File: src/rtl/jr_hazard_ctrl.sv
// JR hazard controller: tracks destination tags in EX/MEM/WB, selects the forwarding
// source for a JR/JALR in ID and stalls while the youngest producer is an unfinished load.
module jr_hazard_ctrl #(
    parameter int REG_AW     = 5,
    parameter int LOAD_STALL = 2
) (
    input  logic              clk,
    input  logic              reset_n,
    input  logic              ext_hold,
    input  logic              id_valid,
    input  logic              id_is_jr,
    input  logic [REG_AW-1:0] id_rs,
    input  logic              id_dst_we,
    input  logic [REG_AW-1:0] id_dst_addr,
    input  logic              id_is_load,
    output logic              stall,
    output logic              bubble,
    output logic              flush_if,
    output logic              jr_take,
    output logic [1:0]        fwd_sel
);

    // state   | meaning
    // S_IDLE  | no stall sequence in progress; JR resolves or hazard is detected here
    // S_STALL | load was in EX when JR arrived; cnt counts remaining stall cycles
    typedef enum logic {S_IDLE, S_STALL} state_t;

    localparam logic [1:0] CNT_INIT = 2'(LOAD_STALL - 2);

    state_t            state;
    logic [1:0]        cnt;

    logic              ex_v, mem_v, wb_v;
    logic [REG_AW-1:0] ex_a, mem_a, wb_a;
    logic              ex_l, mem_l, wb_l;

    logic              rs_nz;
    logic              ex_match, mem_match, wb_match;
    logic              jr_req, haz_ex, haz_mem, haz;

    assign rs_nz     = (id_rs != '0);
    assign ex_match  = ex_v  && (ex_a  == id_rs) && rs_nz;
    assign mem_match = mem_v && (mem_a == id_rs) && rs_nz;
    assign wb_match  = wb_v  && (wb_a  == id_rs) && rs_nz;

    assign jr_req  = id_valid && id_is_jr;
    // Only the youngest producer matters: an ALU result in EX shadows an older load in MEM.
    assign haz_ex  = jr_req && ex_match && ex_l;
    assign haz_mem = jr_req && !ex_match && mem_match && mem_l;
    assign haz     = haz_ex || haz_mem;

    always_comb begin
        if (ex_match)       fwd_sel = 2'd1;
        else if (mem_match) fwd_sel = 2'd2;
        else if (wb_match)  fwd_sel = 2'd3;
        else                fwd_sel = 2'd0;
    end

    // Outputs are decoded from current state so a clean JR resolves with no added latency.
    always_comb begin
        stall    = 1'b0;
        bubble   = 1'b0;
        jr_take  = 1'b0;
        flush_if = 1'b0;
        if (!reset_n) begin
            stall = 1'b0;
        end else if (ext_hold) begin
            stall = 1'b1;
        end else if (state == S_STALL || haz) begin
            stall  = 1'b1;
            bubble = 1'b1;
        end else if (jr_req) begin
            jr_take  = 1'b1;
            flush_if = 1'b1;
        end
    end

    always_ff @(posedge clk or negedge reset_n) begin
        if (!reset_n) begin
            state <= S_IDLE;
            cnt   <= 2'd0;
            ex_v  <= 1'b0;
            ex_a  <= '0;
            ex_l  <= 1'b0;
            mem_v <= 1'b0;
            mem_a <= '0;
            mem_l <= 1'b0;
            wb_v  <= 1'b0;
            wb_a  <= '0;
            wb_l  <= 1'b0;
        end else if (!ext_hold) begin
            wb_v  <= mem_v;
            wb_a  <= mem_a;
            wb_l  <= mem_l;
            mem_v <= ex_v;
            mem_a <= ex_a;
            mem_l <= ex_l;
            if (id_valid && id_dst_we && !stall) begin
                ex_v <= 1'b1;
                ex_a <= id_dst_addr;
                ex_l <= id_is_load;
            end else begin
                ex_v <= 1'b0;
                ex_a <= '0;
                ex_l <= 1'b0;
            end

            case (state)
                S_IDLE: begin
                    if (haz_ex) begin
                        state <= S_STALL;
                        cnt   <= CNT_INIT;
                    end
                end
                S_STALL: begin
                    if (cnt == 2'd0) state <= S_IDLE;
                    else             cnt   <= cnt - 2'd1;
                end
                default: state <= S_IDLE;
            endcase
        end
    end

endmodule

File: config.mk
export PLATFORM = sky130hd
export DESIGN_NAME = jr_hazard_ctrl
export DESIGN_NICKNAME = d
export VERILOG_FILES = /design/src/rtl/jr_hazard_ctrl.sv
export SDC_FILE = /design/constraint.sdc
export NUM_CORES = 1
export LEC_CHECK = 0
export ABC_CLOCK_PERIOD_IN_PS = 3100
export CAP_MARGIN = 20
export CORE_MARGIN = 5
export CORE_UTILIZATION = 40
export CTS_CLUSTER_DIAMETER = 60
export DETAILED_ROUTE_END_ITERATION = 10
export PLACE_DENSITY_LB_ADDON = 0.15
export RECOVER_POWER = 50
export SLEW_MARGIN = 20
export SYNTH_ARGS = -nofsm -noshare
export SYNTH_HDL_FRONTEND = slang
export SYNTH_SLANG_ARGS = --single-unit
File: constraint.sdc
create_clock -name clk -period 3.1 [get_ports clk]
set_clock_uncertainty 0.15 [all_clocks]
set_input_delay 0.62 -clock clk [delete_from_list [all_inputs] [get_ports clk]]
set_output_delay 0.62 -clock clk [all_outputs]
set_load 0.03 [all_outputs]
==> reports/qor.yml <==
run_status:
  outcome: "complete, but fails checks"
  violations: "setup timing"
floorplan:
  die-area_um2: 4510
  fp.dieW_um: 67.1
  num_rows: 20
  die-height_um: 67.1
  start_util_pct: 42.1
  ios: 23
  core_um2: 3100
cells_and_area:
  finalNonFillerCells: 207
  nNetsFinal: 182
  most-common-layout-cells: "23 x dfrtp_1, 23 x buf_4, 13 x xnor2_1, 13 x mux2_2"
  finish.instance_area_um2: 1780
  num_antenna_cells: 0
  drive_gt1_share_pct: 32.5
  area_growth_pct: 36.3
pwr:
  combPwrFrac_pct: 24.3
  clockPowerShare_pct: 22.2
  swShare_pct: 28.8
  p_leak_nw: 0.795
  power_density_nw_per_um2: 372
  peakVddDrop_v: 0.000204
  p_int_w: 0.000471
  p_switching_w: 0.000190
  p_seq_share_pct: 53.5
worst_hold_path:
  hp-class: "register to register"
  hold_depth: 1
route:
  ant_nets: 0
  drtIter0Drc: 56
  wl_um: 2940
  drc: 0
  firstDrtPassIters: 4
  via_count: 1073
  wire_per_inst_um: 14.2
  via_per_inst: 5.18
timing:
  finalSetupViolCount: 3
  finalWorstSetupSlack_ns: -0.0191
  fmax_mhz: 321
  slew_viol_final: 0
  finalHoldViolCount: 0
  tightest_slew_ns: 0.582
  slew_headroom_pct: 61.2
  setup_tns_ns: -0.0392
  rsz0062_at_grt: "true"
  period_needed_ns: 3.12
  period_share_pct: 101
cts:
  cts_sinks: 23
  ctsRootBufferMaster: "clkbuf_4"
  path_clk_slew_ns: 0.14
  cts_buffers: 3
  clkLatencyLatePin_ns: 0.32
  htree_levels: 1
  postCtsHoldBufs: 0
  clock_path_buffers: 2
  cts_tree: "yes"
placement:
  portBuffers: 22
  place_inst: 197
  place_congestion: 0.898
  dpl_cell_area_um2: 1680
  dpl.hpwl_um: 2240
synthesis:
  syn-cell-area_um2: 1310
  synth_edf_count: 0
  ys.flop_type: "dfrtp_1"
  postSynthCellCount: 120
  ys_seq_area_share_pct: 44.1
  syn-num-nets: 138
  ys_warn_count: 0
  ys_seq_elements: 23
  async_reset_ff_share_pct: 100
  syn_area_per_cell_um2: 10.9
  synthDistinctLibCells: 33
critical_path:
  critPathBufInv: 3
  cpMostUsedCell: "buf_6"
  path_max_fanout: 4
  arrival_ns: 2.35
  critical_path_class: "input pin to primary output"
  crit_cells: 7
  crit_path_top_delay_cell: "or4_4"
  worst_ep_required_time_ns: 2.33
  cpPeakStageDelay_ns: 0.55
  cp_cell_sequence: "buf_6 -> or4_4 -> o211a_4 -> a2111oi_4 -> buf_4 -> o41a_4 -> buf_6"
  worstSetupStartpointType: "input pin"
  reg2reg_depth: 9
  cp-end-kind: "primary output"
  cpLargestDelayFamily: "compound AO/OA/AOI/OAI gates"
global_route:
  overflow: 0
  grt_max_degree: 25
  grt_usage_pct: 14.4
  grt_first_pass_wirelength_um: 4930
  antenna_found_initial: 0
  grt_pass1_vias: 1083
flow_run:
  max_cap_violations: 0
[area by class of cell]
cell class,count,area (um2)
well taps,44,55.1
flip-flops and latches,23,576
fillers,298,1320
repair buffers,45,387
multi-input cells,81,698
inverters,10,37.5
clock buffers,4,26.3
[path summary, 6_finish.rpt]
check | start | end | slack, ns
worst max-delay path | id_rs[4] | stall | -0.02
worst min-delay path | mem_l | mem_l | 0.38
worst max register to register | mem_a[2] | ex_a[2] | 0.96
worst min register to register | mem_l | mem_l | 0.38
max in group asynchronous | reset_n | wb_a[4] | 1.80
min in group asynchronous | reset_n | mem_a[0] | 0.76
[layer usage]
layer	GRT usage, %	wire length [um]
met5	0	0
met3	2.36	97
met1	19.0	1370
met4	5.57	38
met2	23.4	1430
[state kept, by name, indices dropped and copies added (netlist names)]
name / cells
ex_a: 5
mem_a: 5
wb_a: 5
cnt: 2
ex_l: 1
ex_v: 1
mem_l: 1
mem_v: 1
state: 1
wb_v: 1
[worst register-to-register path, delay by kind of cell (launching register included)]
family / cells / cell delay (ns)
AO/OA/AOI/OAI: 2 / 0.44
XOR/XNOR: 1 / 0.18
buffers and inverters: 5 / 0.68
flip-flops: 1 / 0.42
AND/OR/NAND/NOR: 1 / 0.15
[power groups by stage]
stage	clock network [W]	logic, W	registers, W
2_1_floorplan	0	0.0000896	0.000352
3_3_place_gp	0	0.000150	0.000360
3_5_place_dp	0	0.000153	0.000361
4_1_cts	0.000149	0.000161	0.000354
5_1_grt	0.000158	0.000177	0.000359
6_report	0.000147	0.000161	0.000354
[stage by stage]
step	hold WS [ns]	util, %	setup WS, ns	power (W)
finish	0.379	57.3	-0.0191	0.000662
detailed placement	0.353	54.2	-0.505	0.000514
CTS	0.384	56.7	-0.0331	0.000665
floorplan	0.174	-	-0.0285	0.000442
global placement	0.347	54.2	-0.468	0.000510
global route	0.396	57.3	-0.0817	0.000693
[synth_stat cells (all sizes together), types with 2 or more instances]
cell / instances / area [um2]
and4: 2 / 18.8
or4: 2 / 18.8
nand4: 4 / 25.0
xnor2: 13 / 114
o211ai: 2 / 15.0
o31ai: 8 / 60.1
nand3: 2 / 10.0
a22oi: 8 / 60.1
buf: 4 / 20.0
nor2: 5 / 18.8
mux2: 13 / 146
nor4: 2 / 12.5
xor2: 2 / 17.5
inv: 10 / 37.5
dfrtp: 23 / 576
clkbuf: 2 / 7.51
o21ai: 6 / 30.0
or3: 2 / 12.5
[cell families (layout without fill, tap and decap cells)]
| logic type | after synthesis | in the layout | share of synthesized area (%) |
|---|---|---|---|
| XOR/XNOR | 15 | 15 | 10.1 |
| AND/OR/NAND/NOR | 21 | 21 | 9.78 |
| adder cells (fa/ha/maj) | 1 | 1 | 0.959 |
| AO/OA/AOI/OAI | 31 | 31 | 18.9 |
| flip-flops | 23 | 23 | 44.1 |
| multiplexers | 13 | 13 | 11.2 |
| buffers and inverters | 16 | 59 | 4.99 |
[timing repair]
item / 4_1_cts / 5_1_grt
pin swaps: 5 / 2
gates resized for setup: 23 / 2
endpoints found under the hold margin: 0 / 0
setup buffers: 5 / 2
endpoints found under the setup margin: 6 / 4
(Power assumes the default switching activity.)
